--- config.mk ---
export PLATFORM = sky130hd
export DESIGN_NAME = loopback_test_ctrl
export DESIGN_NICKNAME = d
export VERILOG_FILES = /design/src/rtl/loopback_test_pkg.sv /design/src/rtl/pattern_gen.sv /design/src/rtl/loopback_test_ctrl.sv
export SDC_FILE = /design/constraint.sdc
export NUM_CORES = 1
export LEC_CHECK = 0
export CAP_MARGIN = 20
export CORE_UTILIZATION = 45
export CTS_CLUSTER_SIZE = 24
export DETAILED_ROUTE_END_ITERATION = 8
export PLACE_DENSITY = 0.72
export SYNTH_ARGS = -nofsm -noshare
export SYNTH_HDL_FRONTEND = slang
export SYNTH_SLANG_ARGS = --single-unit
--- constraint.sdc ---
create_clock -name clk_usr -period 14.3 [get_ports clk_usr]
set_input_delay 3.575 -clock clk_usr [delete_from_list [all_inputs] [get_ports clk_usr]]
set_output_delay 3.575 -clock clk_usr [all_outputs]
set_load 0.005 [all_outputs]
--- src/rtl/loopback_test_pkg.sv ---
// Shared types and constants for the fiber-link loopback test sequencer.
// Latency: n/a (declarations only).
// Backpressure: n/a.
// Contents: run-state enum, 128-bit pattern seed (word 0) and per-lane step.
package loopback_test_pkg;

  typedef enum logic [1:0] {
    ST_IDLE  = 2'd0,
    ST_SEND  = 2'd1,
    ST_DRAIN = 2'd2,
    ST_DONE  = 2'd3
  } lb_state_t;

  localparam int LANES  = 4;
  localparam int LANE_W = 32;

  // Word 0: lane i holds i+1.
  localparam logic [127:0] PATTERN_SEED = {32'h0000_0004, 32'h0000_0003,
                                           32'h0000_0002, 32'h0000_0001};
  // Every lane advances by 4 per word, independently of its neighbours.
  localparam logic [127:0] PATTERN_STEP = {4{32'h0000_0004}};

endpackage

--- src/rtl/pattern_gen.sv ---
// Incrementing test-pattern generator: four independent 32-bit lanes.
// Latency: word reflects load/adv one cycle after the edge that samples them.
// Backpressure: none; the caller advances it only on accepted/received beats.
// Ports: clk_usr, rst (async, high) | load -> seed, adv -> +step per lane | word out.
module pattern_gen
  import loopback_test_pkg::*;
#(
  parameter logic [127:0] SEED = PATTERN_SEED
) (
  input  logic         clk_usr,
  input  logic         rst,
  input  logic         load,
  input  logic         adv,
  output logic [127:0] word
);

  logic [127:0] word_q;

  // Per-lane add: a carry out of one lane is dropped, never propagated.
  always_ff @(posedge clk_usr or posedge rst) begin
    if (rst) begin
      word_q <= SEED;
    end else if (load) begin
      word_q <= SEED;
    end else if (adv) begin
      for (int i = 0; i < LANES; i++) begin
        word_q[i*LANE_W +: LANE_W] <= word_q[i*LANE_W +: LANE_W]
                                      + PATTERN_STEP[i*LANE_W +: LANE_W];
      end
    end
  end

  assign word = word_q;

endmodule

--- src/rtl/loopback_test_ctrl.sv ---
// Loopback test sequencer: sends num_words pattern words, checks the returned stream.
// Latency: tx_valid one cycle after start is sampled; done one cycle after final RX beat.
// Backpressure: TX honours tx_ready (data held while stalled); RX has none (every beat counted).
// Ports: start/abort/num_words from host | tx_data/tx_valid/tx_ready to link |
//        rx_data/rx_valid from link | busy/done/pass/timeout/rx_cnt/err_cnt/first_err_idx to host.
module loopback_test_ctrl
  import loopback_test_pkg::*;
#(
  parameter int           TIMEOUT = 1024,
  parameter int           CNT_W   = 32,
  parameter logic [127:0] SEED    = PATTERN_SEED
) (
  input  logic             clk_usr,
  input  logic             rst,
  input  logic             start,
  input  logic             abort,
  input  logic [CNT_W-1:0] num_words,
  output logic [127:0]     tx_data,
  output logic             tx_valid,
  input  logic             tx_ready,
  input  logic [127:0]     rx_data,
  input  logic             rx_valid,
  output logic             busy,
  output logic             done,
  output logic             pass,
  output logic             timeout,
  output logic [CNT_W-1:0] rx_cnt,
  output logic [CNT_W-1:0] err_cnt,
  output logic [CNT_W-1:0] first_err_idx
);

  localparam int IDLE_W = $clog2(TIMEOUT);

  lb_state_t          state, state_nxt;
  logic [CNT_W-1:0]   num_q, sent_cnt;
  logic [CNT_W-1:0]   sent_nxt, rx_cnt_nxt, err_cnt_nxt;
  logic [IDLE_W-1:0]  idle_cnt;
  logic [127:0]       rx_exp;
  logic               in_run, start_run, tx_fire, rx_fire, rx_mismatch;
  logic               all_done, to_hit;

  pattern_gen #(.SEED(SEED)) u_tx_gen (
    .clk_usr (clk_usr),
    .rst     (rst),
    .load    (start_run),
    .adv     (tx_fire),
    .word    (tx_data)
  );

  pattern_gen #(.SEED(SEED)) u_rx_gen (
    .clk_usr (clk_usr),
    .rst     (rst),
    .load    (start_run),
    .adv     (rx_fire),
    .word    (rx_exp)
  );

  always_comb begin
    in_run      = (state == ST_SEND) || (state == ST_DRAIN);
    start_run   = (state == ST_IDLE) && start;
    tx_fire     = tx_valid && tx_ready;
    // An aborted edge leaves the counts exactly as they were.
    rx_fire     = in_run && rx_valid && !abort;
    rx_mismatch = rx_fire && (rx_data != rx_exp);
    sent_nxt    = sent_cnt + CNT_W'(tx_fire);
    rx_cnt_nxt  = rx_cnt + CNT_W'(rx_fire);
    err_cnt_nxt = (rx_mismatch && (err_cnt != '1)) ? err_cnt + 1'b1 : err_cnt;
    all_done    = (sent_nxt == num_q) && (rx_cnt_nxt >= num_q);
    // Completion on the same edge wins over the idle timer.
    to_hit      = in_run && !rx_valid && (idle_cnt == IDLE_W'(TIMEOUT - 1)) && !all_done;

    state_nxt = state;
    case (state)
      ST_IDLE: begin
        if (start) state_nxt = (num_words == '0) ? ST_DONE : ST_SEND;
      end
      ST_SEND, ST_DRAIN: begin
        if (abort)                                   state_nxt = ST_IDLE;
        else if (all_done || to_hit)                 state_nxt = ST_DONE;
        else if (state == ST_SEND && sent_nxt == num_q) state_nxt = ST_DRAIN;
      end
      ST_DONE: state_nxt = ST_IDLE;
      default: state_nxt = ST_IDLE;
    endcase
  end

  always_ff @(posedge clk_usr or posedge rst) begin
    if (rst) state <= ST_IDLE;
    else     state <= state_nxt;
  end

  always_ff @(posedge clk_usr or posedge rst) begin
    if (rst) begin
      tx_valid      <= 1'b0;
      busy          <= 1'b0;
      done          <= 1'b0;
      pass          <= 1'b0;
      timeout       <= 1'b0;
      num_q         <= '0;
      sent_cnt      <= '0;
      rx_cnt        <= '0;
      err_cnt       <= '0;
      first_err_idx <= '1;
      idle_cnt      <= '0;
    end else begin
      // tx_valid is high exactly while words remain to be sent.
      tx_valid <= (state_nxt == ST_SEND);
      busy     <= (state_nxt == ST_SEND) || (state_nxt == ST_DRAIN);
      done     <= (state_nxt == ST_DONE);

      if (start_run) begin
        num_q         <= num_words;
        sent_cnt      <= '0;
        rx_cnt        <= '0;
        err_cnt       <= '0;
        first_err_idx <= '1;
        timeout       <= 1'b0;
        idle_cnt      <= '0;
        pass          <= (num_words == '0);
      end else if (in_run) begin
        if (abort) begin
          pass <= 1'b0;
        end else begin
          sent_cnt <= sent_nxt;
          rx_cnt   <= rx_cnt_nxt;
          err_cnt  <= err_cnt_nxt;
          // err_cnt saturates and never returns to zero, so zero marks "no mismatch yet".
          if (rx_mismatch && (err_cnt == '0)) first_err_idx <= rx_cnt;
          idle_cnt <= rx_valid ? '0 : idle_cnt + 1'b1;
          if (state_nxt == ST_DONE) begin
            pass    <= (err_cnt_nxt == '0) && !to_hit;
            timeout <= to_hit;
          end
        end
      end
    end
  end

endmodule

## Word level (Yosys, flattened, before mapping)

Cells that the tools add are included.
Widths: inputs -> output; s select.

| storage, ports and cells | value |
|---|---|
| RAM bits | 0 |
| output and inout bits | 229 |
| bits of input ports | 166 |
| latch bits | 0 |
| bits in registers | 433 |
| word-level logic and storage cells | 109 |
| ROM bits | 0 |
| memories | 0 |

| cells by class | value |
|---|---|
| div/mod/pow operators | 0 |
| shift operators | 0 |
| equal/unequal tests | 11 |
| reduce and logical (&&, ||, !) cells | 35 |
| $mul | 0 |
| add/subtract/negate cells | 12 |
| magnitude comparators | 1 |
| multiplexer cells | 36 |
| bitwise operators | 0 |

Operator list:

| kind | number |
|---|---|
| $mux 128 | 4 |
| $mux 32 | 14 |
| $add 32x3->32 const B | 8 |
| $ne 128x128->1 | 1 |
| $logic_not 32->1 | 3 |
| $add 32x1->32 | 2 |
| $mux 10 | 4 |
| $add 32x1->32 const B | 1 |
| $eq 32x32->1 | 1 |
| $ge 32x32->1 | 1 |
| $ne 32x32->1 const B | 1 |
| $logic_and 1x1->1 | 13 |
| $add 10x1->10 const B | 1 |
| $eq 10x10->1 const B | 1 |
| $mux 2 | 5 |
| $reduce_bool 2->1 | 5 |
| $eq 2x2->1 const B | 4 |
| $mux 1 | 8 |
| $pmux 2 s3 | 1 |
| $reduce_and 3->1 | 2 |
| $eq 2x1->1 const B | 2 |
| $logic_not 1->1 | 4 |
| $reduce_and 2->1 | 2 |
| $logic_or 1x1->1 | 3 |
| 4 further kinds | 4 |

## Depth between registers and ports, before layout

Gate-level depths: netlist of the first run.

| depth | value |
|---|---|
| word-level depth | 18 |
| depth in mapped cells | 36 |
| gate-level depth less buffers | 33 |

## Modules after synthesis

From an unflattened synthesis of the first run, not the netlist that was laid out.

| second synthesis, totals | value |
|---|---|
| cells, all modules | 2,761 |
| area total of the unflattened synthesis | 25,076.6 µm² |

By module, submodules not included:

| module | sequential area each (µm²) | cells each | area each (µm²) | instances |
|---|---|---|---|---|
| pattern_gen | 3,030.4 | 672 | 6,304.8 | 2 |
| loopback_test_ctrl | 4,469.3 | 1,417 | 12,467.0 | 1 |

## Worst setup path before layout of the first run

No wires, ideal clock.

| path | value |
|---|---|
| kind | input port to flip-flop |
| start point | input abort |
| end point | register pass |
| data required time | 14.208 ns |
| setup time | 0.092 ns |
| cell stages on the path | 34 |
| path slack | 4.234 ns |
| buffers on the path | 3 |
| arrival time | 9.974 ns |
| cell sequence | nor2b_1 -> nand2_1 -> clkinv_1 -> buf_2 -> buf_1 -> buf_1 -> ha_1 -> ha_1 -> nand3_1 -> nor3_1 -> and4_1 -> nand3_1 -> nor3_1 -> and3_1 -> and3_1 -> nand3_1 -> xnor2_1 -> ha_1 -> o211ai_1 -> a21oi_1 -> a211oi_1 -> o31a_1 -> nor4_2 -> or2_1 -> a211oi_1 -> o31ai_1 -> ha_1 -> nand2_1 -> nor4_1 -> nand4_1 -> a22oi_1 -> nand4b_1 -> a2111o_1 -> o31ai_2 |

| between the ends | value |
|---|---|
| cells in the longest elaborated chain, start to end | 14 |
| elaborated cells on any way between the ends | 24 |
| classes of those cells | add/sub: 1; order compare: 1; eq/ne: 1; mux: 8; reduce/logical: 13 |

RTL lines:

| element | RTL line | RTL |
|---|---|---|
| from (decl) | loopback_test_ctrl.sv:16 | `input logic abort,` |
| $logic_not 1->1 | loopback_test_ctrl.sv:63 | `rx_fire = in_run && rx_valid && !abort;` |
| $logic_and 1x1->1 | loopback_test_ctrl.sv:63 |  |
| $add 32x1->32 | loopback_test_ctrl.sv:66 | `rx_cnt_nxt = rx_cnt + CNT_W'(rx_fire);` |
| $ge 32x32->1 | loopback_test_ctrl.sv:68 | `all_done = (sent_nxt == num_q) && (rx_cnt_nxt >= num_q);` |
| $logic_and 1x1->1 | loopback_test_ctrl.sv:68 |  |
| $logic_not 1->1 | loopback_test_ctrl.sv:70 | `to_hit = in_run && !rx_valid && (idle_cnt == IDLE_W'(TIMEOUT - 1)) && !all_done;` |
| $logic_and 1x1->1 | loopback_test_ctrl.sv:70 |  |
| $logic_or 1x1->1 | loopback_test_ctrl.sv:79 | `else if (all_done \|\| to_hit) state_nxt = ST_DONE;` |
| $mux 2 | loopback_test_ctrl.sv:79 |  |
| $mux 2 (*) | loopback_test_ctrl.sv:78 | `if (abort) state_nxt = ST_IDLE;` |
| $pmux 2 s3 (*) | loopback_test_ctrl.sv:73 | `case (state)` |
| named net state_nxt[1] | loopback_test_ctrl.sv:34 | `lb_state_t state, state_nxt;` |
| $eq 2x2->1 (*) | loopback_test_ctrl.sv:130 | `if (state_nxt == ST_DONE) begin` |
| $reduce_bool 3->1 (no source line) (*) | -- |  |
| $reduce_and 2->1 (no source line) (*) | -- |  |
| to (signal assigned) | loopback_test_ctrl.sv:119 | `pass <= (num_words == '0);` |
| to (signal assigned) | loopback_test_ctrl.sv:131 | `pass <= (err_cnt_nxt == '0) && !to_hit;` |
| to (decl) | loopback_test_ctrl.sv:25 | `output logic pass,` |

Mark *: on every way through the listed nets, which the timed path passes. The rest lies on a longest branch. The select of a mux whose other input is x is not followed.
A chain may end at the register's enable or synchronous reset.

## Worst setup path after layout of the first run

| path | value |
|---|---|
| start point | input rx_valid |
| end point | register pass |

| between the ends | value |
|---|---|
| cells in the longest elaborated chain, start to end | 14 |
| elaborated cells on any way between the ends | 27 |
| classes of those cells | add/sub: 1; order compare: 1; eq/ne: 1; mux: 8; reduce/logical: 16 |

RTL lines:

| element | RTL line | RTL |
|---|---|---|
| from (decl) | loopback_test_ctrl.sv:22 | `input logic rx_valid,` |
| $logic_and 1x1->1 (2 in a row) | loopback_test_ctrl.sv:63 |  |
| $add 32x1->32 | loopback_test_ctrl.sv:66 |  |
| $ge 32x32->1 | loopback_test_ctrl.sv:68 |  |
| $logic_and 1x1->1 | loopback_test_ctrl.sv:68 |  |
| $logic_not 1->1 | loopback_test_ctrl.sv:70 |  |
| $logic_and 1x1->1 | loopback_test_ctrl.sv:70 |  |
| $logic_or 1x1->1 (*) | loopback_test_ctrl.sv:79 |  |
| $mux 2 (*) | loopback_test_ctrl.sv:79 |  |
| $mux 2 (*) | loopback_test_ctrl.sv:78 |  |
| $pmux 2 s3 (*) | loopback_test_ctrl.sv:73 |  |
| named net state_nxt[1] | loopback_test_ctrl.sv:34 |  |
| $eq 2x2->1 (*) | loopback_test_ctrl.sv:130 |  |
| $reduce_bool 3->1 (no source line) (*) | -- |  |
| $reduce_and 2->1 (no source line) (*) | -- |  |

Marks and branches as above.

==> results of run 1 <==
## layer usage
layer / vias to the layer above / global-route usage / part of all wire
met1: 10000 / 0.353 / 0.43
met4: 2 / 0.103 / 0.035
met2: 683 / 0.429 / 0.47
met3: 135 / 0.0464 / 0.067
met5: - / 0 / 0.00018
li1: 9500 / - / -
## final timing paths
kind | end | cells past startpoint
min in group asynchronous | u_tx_gen.word[89] | 2
max in group asynchronous | idle_cnt[9] | 4
worst max register to register | pass | 34
worst min-delay path | pass | 2
worst max-delay path | pass | 32
worst min register to register | pass | 2
## metrics by stage
step	instances	worst slack [ns]	hold WS [ns]
floorplan	2596	4.23	0.495
global placement	3560	3.32	0.516
detailed placement	3560	2.89	0.514
CTS	3649	3.49	0.531
global route	3652	3.00	0.554
finish	3652	3.71	0.530
## cells by family (layout without fill, tap and decap cells)
family | count (synthesis) | after routing | synth area share
fa+ha+maj | 52 | 52 | 0.0276
flops | 419 | 419 | 0.446
other cells | 1 | 6 | 0.000159
compound gates | 232 | 232 | 0.0570
xor+xnor | 482 | 482 | 0.179
buf+inv | 182 | 556 | 0.0319
mux | 40 | 40 | 0.0170
simple gates | 1185 | 1185 | 0.241
## cell usage in the layout (no fill, tap or decap), types with 50 or more instances in the layout
cell / synthesis / final
o21ai_0: 95 / 95
nor4_1: 51 / 50
or3_1: 59 / 59
dfrtp_1: 383 / 383
xor2_1: 308 / 308
a21oi_1: 80 / 80
nor2_1: 388 / 388
nand2_1: 277 / 276
nand4_1: 115 / 115
clkdlybuf4s50_1: 0 / 390
ha_1: 52 / 52
nand3_1: 122 / 122
inv_1: 66 / 65
xnor2_1: 174 / 174
## sequential cells by signal, indices dropped and copies added (netlist names)
name and flops:
busy 1, done 1, err_cnt 32, first_err_idx 32
idle_cnt 10, num_q 32, pass 1, rx_cnt 32
sent_cnt 32, state 2, timeout 1, tx_valid 1
u_rx_gen.word 121, u_tx_gen.word 121
## power breakdown
group          total [uW]  leakage, uW  switching (uW)  internal, uW
Clock                1320     0.000841             518           803
Sequential           1420      0.00566             114          1310
Combinational         766      0.00600             455           311
Total                3510       0.0125            1090          2420
## cell type report
cell class | instances | share of cell area
tap | 680 | 0.0286
clock buffer | 69 | 0.0468
clock inverter | 20 | 0.0104
antenna | 2 | 0.000168
multi-input combinational | 1995 | 0.415
timing repair buffer | 400 | 0.136
sequential | 419 | 0.354
inverter | 67 | 0.00859
## worst max-delay path, delay by kind of cell
kind / cells / cell delay [ns]
buffers and inverters: 3 / 1.20
AOI/OAI and AO/OA: 9 / 1.44
adders and majority gates: 4 / 1.10
and+or+nand+nor: 15 / 3.61
xor gates and xnor gates: 1 / 0.16
==> results.md, run 1 <==
* Least-Margin Pin Slew at 1.09 ns
* Status: completed
* Vias/cell at 5.57
* Max IR drop VDD at 111 uV
* FILL cells at 4408
* Hold Crit Class: reg -> reg
* Final GP Congestion at 0.930
* GR Overflow Total at 0
* DRC at 0
* Final wirelength at 71.9 mm
* Dpl cell area at 28000 um2
* Critical path class: in -> reg
* Synthesized flop and latch total at 419
* Width of the die at 231 um
* Clock transition at path regs at 0.06 ns
* Pwr Total at 3510 uW
* Later-pin clock latency in the skew report at 0.60 ns
* Fin crit share at 0.741
* Critical path's largest stage delay at 0.63 ns
* Fmax at 0.0944 GHz
* Register area at 10500 um2
* Clock root cell: clkbuf_16
* Hold Buf Count CTS at 0
* Footprint of the multi-input gates at 12300 um2
* Final Hold Fails at 0
* Synth top cells by count: nor2_1, dfrtp_1, xor2_1
* Clock skew at 0.0244 ns
* Drt pass-1 iters at 5
* Maximum root-to-sink buffer count at 3
* Area grow syn2layout at 25.9%
* PD cells at 118 nW/um2
* Min cycle time layout at 10.59 ns
* Worst R2R Setup Slack at 6.34 ns
* CTS Buf Count at 48
* Leak Pwr at 0.0125 uW
* Post-synth EDFFs at 0
* Sum Neg Setup Slack at 0 ns
* Avg Cell Area, Syn at 9.10 um2
* Ranking of synthesized cells by area: dfrtp_1, xor2_1, xnor2_1, nor2_1, nand2_1
* # resized after CTS at 0
* Final core utilization at 0.576
* Setup Viol. Count Final at 0
* Gate Count Post-Synth at 2593
* Synth area leader: dfrtp_1
* Share of cells above drive strength 1 at 0.0508
* Top Ports at 395
* Placed wire-length estimate at 52.7 mm
* Routed length per instance at 19.7 um
* Worst-path maximum fanout at 25
* Netlist cell types at 71
* Port bufs at 390
* Global-route wire length before repair at 112 mm
* Number of setup buffers added after CTS at 0
* Asr flop ratio synth at 1.00
* Gr usage total at 0.265
* Slew margin rel. at 0.271
* Final #Nets at 3149
* Primary FF master, synth: dfrtp_1
* Final Max Tran Viols at 0
* Max-cap viol count at 0
* R2r startpoint: state[1]
* Req. time, crit path at 14.80 ns
* CTS sink count at 419
* CP max-delay cell: clkdlybuf4s50_1
* Largest net degree at the start of global routing at 224
* Worst Setup Start Kind: input port
* Worst Setup SP: rx_valid
* Unrepaired setup endpoints after global routing: false
* Worst Path Arrival at 11.10 ns
* Die Y at 231 um
* Via Count at 20300
* Most frequent cell after synthesis: nor2_1
* Core area at 51600 um2
* Detail Route Antenna Nets at 0
* Effective utilization at floorplan at 0.457
* Synth Cell Area at 23600 um2
* Post-Layout Inst Area at 29700 um2
* H-tree depth at 2
* Detailed Route Iter0 Violations at 1685
* Num rows at 83
* Register area share after synthesis at 0.446
* Number of global-route vias before repair at 19800
* Die Footprint at 53400 um2
* Initial antenna violation count at 3
* Crit-path most repeated cell: ha_1
* CTS tree: done
* Worst hold start: pass
* Yosys warning count at 0
* CP endpoint kind: flip-flop
* Synth top area share at 0.406
Note: power is estimated with default switching activity, not from simulation.
==> inputs of run 2 (changes only) <==
- clock period: 14.3 -> 8.6 ns (I/O delays scaled with it)
==> run 2 against run 1 <==
Net effect:
- clock skew down 0.0043 ns
- cell count up 0.11%
- clock power up 48%
- sequential share of layout area up 0.14 points
- cell area down 0.39%
- global-route usage up 0.12 points
==> results.md, run 2 (same netlist as run 1, synthesis figures left out) <==
* Req. time, crit path at 9.09 ns (-5.71 ns)
* Critical Path Sink: pass
* Share of cells above drive strength 1 at 0.0514 (+0.000570)
* Hold Buf Count CTS at 0 (unchanged)
* Die Y at 231 um (unchanged)
* Max IR drop VDD at 143 uV (+29%)
* Min cycle time layout at 8.08 ns
* CTS tree: done
* Routed length per instance at 19.5 um (-0.76%)
* PD cells at 190 nW/um2 (+61%)
* Number of setup buffers added after CTS at 0 (unchanged)
* Worst R2R Setup Slack at 1.64 ns (-4.70 ns)
* Final #Nets at 3160 (+0.35%)
* Via Count at 20200 (-0.49%)
* Worst-path maximum fanout at 6 (-76%)
* Number of global-route vias before repair at 19800 (+0.046%)
* Clock skew at 0.0201 ns (-0.00432 ns)
* Global-route wire length before repair at 112 mm (+0.47%)
* Effective utilization at floorplan at 0.457 (unchanged)
* CTS Buf Count at 47 (-2.1%)
* Later-pin clock latency in the skew report at 0.59 ns (about the same)
* Setup Viol. Count Final at 0 (unchanged)
* Placed wire-length estimate at 52.6 mm (about the same)
* CTS sink count at 419 (unchanged)
* Worst Setup Start Kind: input port
* Width of the die at 231 um (unchanged)
* Core area at 51600 um2 (unchanged)
* Max-cap viol count at 0 (unchanged)
* Unrepaired setup endpoints after global routing: false
* Die Footprint at 53400 um2 (unchanged)
* Detailed Route Iter0 Violations at 1792 (+6.4%)
* H-tree depth at 2 (unchanged)
* Reg2Reg Depth at 33 (-2.9%)
* Critical path's largest stage delay at 0.60 ns (-0.03 ns)
* Sum Neg Setup Slack at 0 ns (unchanged)
* Status: completed
* Post-Layout Inst Area at 29600 um2 (-0.39%)
* Worst Setup SP: rx_valid
* Fmax at 0.124 GHz
* Leak Pwr at 0.0124 uW (-0.48%)
* Worst Path Arrival at 8.57 ns (-2.53 ns)
* Vias/cell at 5.54 (-0.60%)
* Final GP Congestion at 0.959 (+3.1%)
* Reg-to-Reg End: pass
* R2r startpoint: state[0]
* Clock root cell: clkbuf_16
* CP endpoint kind: flip-flop
* DRC at 0 (unchanged)
* Num rows at 83 (unchanged)
* Most common cell after layout, fill and taps aside: clkdlybuf4s50_1
* Commonest non-fill, non-tap cells in the layout: clkdlybuf4s50_1, nor2_1, dfrtp_1
* Hold Crit Class: reg -> reg
* Port bufs at 390 (unchanged)
* Clock transition at path regs at 0.06 ns (about the same)
* Dpl cell area at 28100 um2 (+0.30%)
* FILL cells at 4527 (+2.7%)
* WHS Path Cells at 1 (-1)
* Top Ports at 395 (unchanged)
* Drt pass-1 iters at 5 (unchanged)
* CP max-delay cell: clkdlybuf4s50_1
* Final Hold Fails at 0 (unchanged)
* Slew margin rel. at 0.326 (+0.0552)
* Fin crit share at 0.939
* Final wirelength at 71.4 mm (-0.65%)
* Final Max Tran Viols at 0 (unchanged)
* Number of inserted diodes at 0 (-2)
* Initial antenna violation count at 1 (-2)
* Least-Margin Pin Slew at 1.01 ns (-0.0828 ns)
* GR Overflow Total at 0 (unchanged)
* Critical path class: in -> reg
* Area grow syn2layout at 25.4%
* Gr usage total at 0.266 (+0.00116)
* Detail Route Antenna Nets at 0 (unchanged)
* Maximum root-to-sink buffer count at 3 (unchanged)
* Largest net degree at the start of global routing at 155 (-31%)
run 2: cell count changes in the layout (fill, tap and decap cells not counted), sizes merged:
cell	change
diode	-2
clkbuf	-2
clkinv	-1
bufinv	-5
clkinvlp	+3
inv	-1
buf	+12
run 2: area by class of cell:
type / instances / area (um2) / share of cell area
Inverter: 67 / 255 / 0.00862
Sequential cell: 419 / 10500 / 0.356
Clock inverter: 16 / 151 / 0.00511
Multi-Input combinational cell: 1995 / 12300 / 0.417
Timing Repair Buffer: 412 / 4150 / 0.140
Clock buffer: 67 / 1320 / 0.0447
Tap cell: 680 / 851 / 0.0287
run 2: layer usage:
| metal | global-route usage | up-vias | wire length [um] |
|---|---|---|---|
| met5 | 0 | - | 9 |
| met4 | 0.0950 | 2 | 2450 |
| met3 | 0.0538 | 144 | 4870 |
| met2 | 0.426 | 664 | 33400 |
| met1 | 0.358 | 9924 | 30800 |
| li1 | - | 9511 | - |
run 2: how the worst min path moves through the flow:
stage                           start  slack, ns                 to
detailed placement  u_rx_gen.word[65]       0.51  u_rx_gen.word[65]
CTS                 u_rx_gen.word[65]       0.52  u_rx_gen.word[65]
global route        u_rx_gen.word[65]       0.54  u_rx_gen.word[65]
floorplan                    num_q[0]       0.49           num_q[0]
global placement    u_rx_gen.word[65]       0.51  u_rx_gen.word[65]
finish              u_rx_gen.word[65]       0.52  u_rx_gen.word[65]
run 2: through the flow:
stage	std cells	hold slack [ns]	setup WS (ns)	utilization	power, uW
after floorplan	2596	0.495	0.117	-	3100
after global placement	3571	0.510	0.280	0.544	3640
after detailed placement	3571	0.511	0.0532	0.544	3670
after CTS	3654	0.520	0.577	0.572	5660
after global routing	3656	0.539	0.0531	0.574	5900
final	3656	0.518	0.521	0.574	5620
run 2: what timing repair did:
item | in CTS | in global routing
endpoints found under the hold margin | 0 | 0
resized for setup | 0 | 1
endpoints found under the setup margin | 0 | 1
run 2: critical path: cells and delay by family:
kind                       cells  cell delay (ns)
buffers and inverters          2             0.68
adders and majority gates      4             1.06
xor gates and xnor gates       1             0.15
and+or+nand+nor               15             3.04
AOI/OAI and AO/OA              9             1.49
run 2: power by group:
| part | internal, uW | switching, uW |
|---|---|---|
| Combinational | 531 | 773 |
| Clock | 1130 | 836 |
| Sequential | 2170 | 181 |
